==> config.mk <==
export PLATFORM = sky130hd
export DESIGN_NAME = round_sequencer
export DESIGN_NICKNAME = d
export VERILOG_FILES = /design/src/rtl/round_sequencer_pkg.sv /design/src/rtl/round_sequencer_press_latch.sv /design/src/rtl/round_sequencer.sv
export SDC_FILE = /design/constraint.sdc
export NUM_CORES = 1
export LEC_CHECK = 0
export ABC_AREA = 1
export BUFFER_PORTS_ARGS = -buffer_cell sky130_fd_sc_hd__buf_2
export CAP_MARGIN = 25
export CORE_AREA = 2 2 60 62
export CTS_CLUSTER_DIAMETER = 80
export DETAILED_ROUTE_END_ITERATION = 10
export DIE_AREA = 0 0 62 64
export PLACE_DENSITY = 0.76
export REMOVE_ABC_BUFFERS = 1
export SETUP_SLACK_MARGIN = 0.15
export SLEW_MARGIN = 10
export SYNTH_ARGS = -nofsm -noshare
export SYNTH_HDL_FRONTEND = slang
export SYNTH_SLANG_ARGS = --single-unit
==> constraint.sdc <==
create_clock -name clk -period 3.7 [get_ports clk]
set_input_delay 0.74 -clock clk [delete_from_list [all_inputs] [get_ports clk]]
set_output_delay 0.74 -clock clk [all_outputs]
set_load 0.1 [all_outputs]
==> src/rtl/round_sequencer_pkg.sv <==
// rtl/round_sequencer_pkg.sv - shared states, action codes and defaults for the round sequencer
package round_sequencer_pkg;

    typedef enum logic [2:0] {
        ST_IDLE,
        ST_COLLECT,
        ST_ISSUE,
        ST_SETTLE,
        ST_OVER
    } state_t;

    localparam int ACT_W                 = 6;
    localparam int DEFAULT_TIMEOUT_TICKS = 8;

    localparam logic [2:0] ACT_NONE = 3'd0;
    localparam logic [2:0] ACT_BTN0 = 3'd1;
    localparam logic [2:0] ACT_BTN1 = 3'd2;
    localparam logic [2:0] ACT_BTN2 = 3'd3;
    localparam logic [2:0] ACT_BTN3 = 3'd4;
    localparam logic [2:0] ACT_BTN4 = 3'd5;
    localparam logic [2:0] ACT_BTN5 = 3'd6;

    // Lowest set bit wins; code is bit index + 1, ACT_NONE when no bit is set.
    function automatic logic [2:0] act_encode(input logic [ACT_W-1:0] bits);
        logic [2:0] code;
        code = ACT_NONE;
        for (int i = ACT_W - 1; i >= 0; i--) begin
            if (bits[i]) code = 3'(i + 1);
        end
        return code;
    endfunction

endpackage

==> src/rtl/round_sequencer_press_latch.sv <==
// rtl/round_sequencer_press_latch.sv - per-player rising-edge press detect with first-press-per-round latch
module press_latch
    import round_sequencer_pkg::*;
(
    input  logic             clk,
    input  logic             rst,
    input  logic [ACT_W-1:0] act,
    input  logic             en,
    input  logic             clr,
    output logic             latched_next,
    output logic [2:0]       code_next
);

    logic [ACT_W-1:0] prev;
    logic [ACT_W-1:0] rise;
    logic             latched;
    logic [2:0]       code;
    logic             take;

    // Next-state values are exported so the round can complete in the press cycle itself.
    always_comb begin
        rise         = act & ~prev;
        take         = en && !latched && (|rise);
        latched_next = latched || take;
        code_next    = take ? act_encode(rise) : code;
    end

    // prev follows act even in reset so buttons held through reset never read as presses.
    always_ff @(posedge clk) begin
        prev <= act;
        if (rst || clr) begin
            latched <= 1'b0;
            code    <= ACT_NONE;
        end else begin
            latched <= latched_next;
            code    <= code_next;
        end
    end

endmodule

==> src/rtl/round_sequencer.sv <==
// rtl/round_sequencer.sv - two-player round FSM: collect presses, issue both commands, watch for loss
module round_sequencer
    import round_sequencer_pkg::*;
#(
    parameter int TIMEOUT_TICKS = DEFAULT_TIMEOUT_TICKS,
    parameter int TICK_W        = 4
) (
    input  logic             clk,
    input  logic             rst,
    input  logic             tick,
    input  logic             sw,
    input  logic [ACT_W-1:0] plr_1_act,
    input  logic [ACT_W-1:0] plr_2_act,
    input  logic             plr_1_lst,
    input  logic             plr_2_lst,
    output logic [2:0]       plr_1_cmd,
    output logic [2:0]       plr_2_cmd,
    output logic             cmd_vld,
    output logic             turn,
    output logic [3:0]       rnd_cnt,
    output logic             game_over
);

    state_t            state;
    logic [TICK_W-1:0] tick_cnt;
    logic              mode_sim;
    logic              p1_en;
    logic              p2_en;
    logic              latch_clr;
    logic              p1_done;
    logic              p2_done;
    logic [2:0]        p1_code;
    logic [2:0]        p2_code;
    logic              round_done;
    logic              timeout;

    always_comb begin
        p1_en      = (state == ST_COLLECT) && (mode_sim || !turn);
        p2_en      = (state == ST_COLLECT) && (mode_sim || turn);
        latch_clr  = (state == ST_IDLE) || (state == ST_SETTLE);
        round_done = mode_sim ? (p1_done && p2_done) : (turn ? p2_done : p1_done);
        timeout    = tick && (tick_cnt == TICK_W'(TIMEOUT_TICKS - 1));
    end

    press_latch u_p1 (
        .clk          (clk),
        .rst          (rst),
        .act          (plr_1_act),
        .en           (p1_en),
        .clr          (latch_clr),
        .latched_next (p1_done),
        .code_next    (p1_code)
    );

    press_latch u_p2 (
        .clk          (clk),
        .rst          (rst),
        .act          (plr_2_act),
        .en           (p2_en),
        .clr          (latch_clr),
        .latched_next (p2_done),
        .code_next    (p2_code)
    );

    always_ff @(posedge clk) begin
        if (rst) begin
            state     <= ST_IDLE;
            plr_1_cmd <= ACT_NONE;
            plr_2_cmd <= ACT_NONE;
            cmd_vld   <= 1'b0;
            turn      <= 1'b0;
            rnd_cnt   <= 4'd0;
            game_over <= 1'b0;
            tick_cnt  <= '0;
            mode_sim  <= 1'b0;
        end else begin
            case (state)
                ST_IDLE: begin
                    state    <= ST_COLLECT;
                    tick_cnt <= '0;
                    mode_sim <= sw;
                end
                ST_COLLECT: begin
                    // Commands are captured from the latch next-values so a completing press is included.
                    if (round_done || timeout) begin
                        state     <= ST_ISSUE;
                        cmd_vld   <= 1'b1;
                        plr_1_cmd <= p1_code;
                        plr_2_cmd <= p2_code;
                        rnd_cnt   <= rnd_cnt + 4'd1;
                        if (!mode_sim) turn <= ~turn;
                    end else if (tick) begin
                        tick_cnt <= tick_cnt + 1'b1;
                    end
                end
                ST_ISSUE: begin
                    cmd_vld <= 1'b0;
                    state   <= ST_SETTLE;
                end
                ST_SETTLE: begin
                    if (plr_1_lst || plr_2_lst) begin
                        state     <= ST_OVER;
                        game_over <= 1'b1;
                    end else begin
                        state    <= ST_COLLECT;
                        tick_cnt <= '0;
                        mode_sim <= sw;
                    end
                end
                ST_OVER: begin
                    state <= ST_OVER;
                end
                default: begin
                    state <= ST_IDLE;
                end
            endcase
        end
    end

endmodule

==> run summary <==
status: complete, no violations
ant diodes: 0
Main synth FF type: dfxtp_1
clk root buf: clkbuf_4
P&R area growth vs syn: 12.7%
Leakage Power: 0.961 nW
period utilisation layout: 52.9%
drt pass-1 iters: 4
grt ovf: 0
DRC viols: 0
critical path's slowest cell: buf_2
syn avg cell area: 7.56 um2
total chip power: 1.50 mW
Starting Density: 52.9%
Yosys top cell by area: dfxtp_1
io pins: 31
DIE HEIGHT: 64 um
largest net degree at the start of global routing: 19
Antenna Violating Nets Remaining: 0
CP delay by family, top: buffers and inverters
DR vias/cell: 4.56
CTS tree: done
Post-Syn Instances: 230
synth warn: 0
arrival time worst endpoint: 1220 ps
worst vdd ir: 0.000422 V
clock share of power: 14.0%
FMAX: 0.511 GHz
DP Wirelength: 2260 um
CTS Buffer Depth: 2
Seq/Total Area, Yosys: 47.2%
CTS Sinks: 41
wire per inst: 9.46 um
antenna violations before repair: 0
count of hold buffers inserted by post-cts repair: 0
Post-synth EDFFs: 0
Post-synth ARST share: 0%
critical-path cell list: buf_2
vias in the first global route: 1288
Std-Cell Rows: 21
CP max FO: 5
synth cell count leaders: nand2_1, nor2_1, dfxtp_1, inv_1, a21oi_1
max_slew headroom: 67.7%
first-pass GRT wire length: 5200 um
dominant cells by area after synthesis: dfxtp_1, nand2_1, nor2_1
die area: 3970 um2
XOR/XNOR Fraction of Synth Area: 1.51%
Mapped Area: 1740 um2
switching power share of the total: 48.8%
CP max stage delay: 450 ps
largest family of logic cells by synthesized area: simple AND/OR/NAND/NOR gates
Num CTS Buffers: 5
power density of the placed cells: 764 nW/um2
unrepaired setup endpoints after global routing: false
most common cell in the synthesized netlist: nand2_1
Post-Route WL: 2930 um
worst slew pin tran: 488 ps
die width: 62 um
Hold Crit Class: reg -> reg
adder-cell share of the synthesized area: 1.44%
Worst Path Buf+Inv: 1
Yosys top cell area share: 47.2%
Clock Skew: 9.06 ps
Worst-path clk slew: 120 ps
CP required: 2960 ps
port bufs: 30
Synth Area in Compound Gates: 9.86%
#FFs+latches synth: 41
Seq pwr share: 37.9%
synth unique cells: 30
Switch Pwr: 0.730 mW
clk_lat worst skew: 340 ps
Vias: 1415
Int Power: 0.767 mW
layout cells sized above 1: 20.1%
final-stage net count: 283
Placeable Area: 3280 um2
Iteration-0 DRC Markers: 47
post_cts resized: 0
postcts setup bufs: 0
crit end category: primary output
H-tree level count: 2
Max-Cap Viols: 0
Synth Area in Simple Gates: 31.5%
total track usage: 17.3%
Final min period: 1960 ps
Slew Viols, Final: 0
total negative slack: 0 ps
Setup CP Type: reg -> out
final hold violation count: 0
startpoint class of the critical path: flop
endpoints failing setup: 0
mux contribution to synthesized area: 0%
Comb pwr share: 48.1%
GPL Wtd Cong: 0.781
## power by group through the flow
stage               registers (mW)  logic [mW]  clock network (mW)
global placement             0.577       0.715                   0
CTS                          0.568       0.724               0.219
global route                 0.579       0.793               0.235
finish                       0.567       0.720               0.210
detailed placement           0.578       0.724                   0
floorplan                    0.842       0.341                   0
## through the flow
step           instance area (um2)  cells  hold WS (ps)  utilization (%)  setup WS (ps)
3_3_place_gp                  1910    302           453             58.1           1640
6_report                      1960    310           477             59.6           1740
4_1_cts                       1960    310           481             59.6           1720
5_1_grt                       1960    310           480             59.6           1670
3_5_place_dp                  1910    302           459             58.1           1590
2_1_floorplan                 1700    226           440                -           1550
## worst paths after layout
check        cells past startpoint                        end  slack (ps)                     from
max reg2reg                     13  plr_1_cmd[0]$_SDFFE_PP0P_        2050    state[2]$_SDFFE_PP0P_
min                              2       cmd_vld$_SDFFE_PP0P_         480     cmd_vld$_SDFFE_PP0P_
min reg2reg                      2       cmd_vld$_SDFFE_PP0P_         480     cmd_vld$_SDFFE_PP0P_
max                              1                 rnd_cnt[0]        1740  rnd_cnt[0]$_SDFFE_PP0P_
## cell usage in the layout (no fill, tap or decap), types with 2 or more instances in the layout
cell type,Yosys,routed
xor2_1,2,2
a21oi_1,14,14
clkbuf_4,0,5
nand2_4,2,2
nand2_2,3,3
buf_2,0,30
clkinv_2,0,2
nor2_1,49,49
inv_1,23,23
a21oi_2,3,3
ha_1,2,2
nor3b_1,3,3
inv_2,2,2
nand3_1,9,9
nand4_1,3,3
o22ai_1,2,2
o21ai_0,5,5
o21a_1,3,3
nand2_1,50,50
dfxtp_1,41,41
## cells by family (layout without fill, tap and decap cells)
kind of cell	count (synthesis)	in the layout
compound gates	29	29
xor+xnor	3	3
fa+ha+maj	2	2
buf+inv	31	65
flops	41	41
simple gates	124	124
## flip-flops by register name, summed over array words and instances (netlist names), 3 cells and up
name	cells
plr_1_cmd	3
plr_2_cmd	3
rnd_cnt	4
state	3
tick_cnt	4
u_p1.code	3
u_p1.prev	6
u_p2.code	3
u_p2.prev	6
## final cells by class
type	count	area, um2
Tap cell	46	57.6
Inverter	27	109
Sequential cell	41	821
Multi-Input combinational cell	158	769
Timing Repair Buffer	30	150
Clock inverter	2	10.0
Clock buffer	6	41.3
Fill cell	310	1330
## layer usage
metal	track usage [%]	part of all wire (%)
met1	23.1	47
met5	0	0
met2	25.7	48
met3	6.68	4.6
met4	4.79	0
Power figures use the tool's default switching activity.
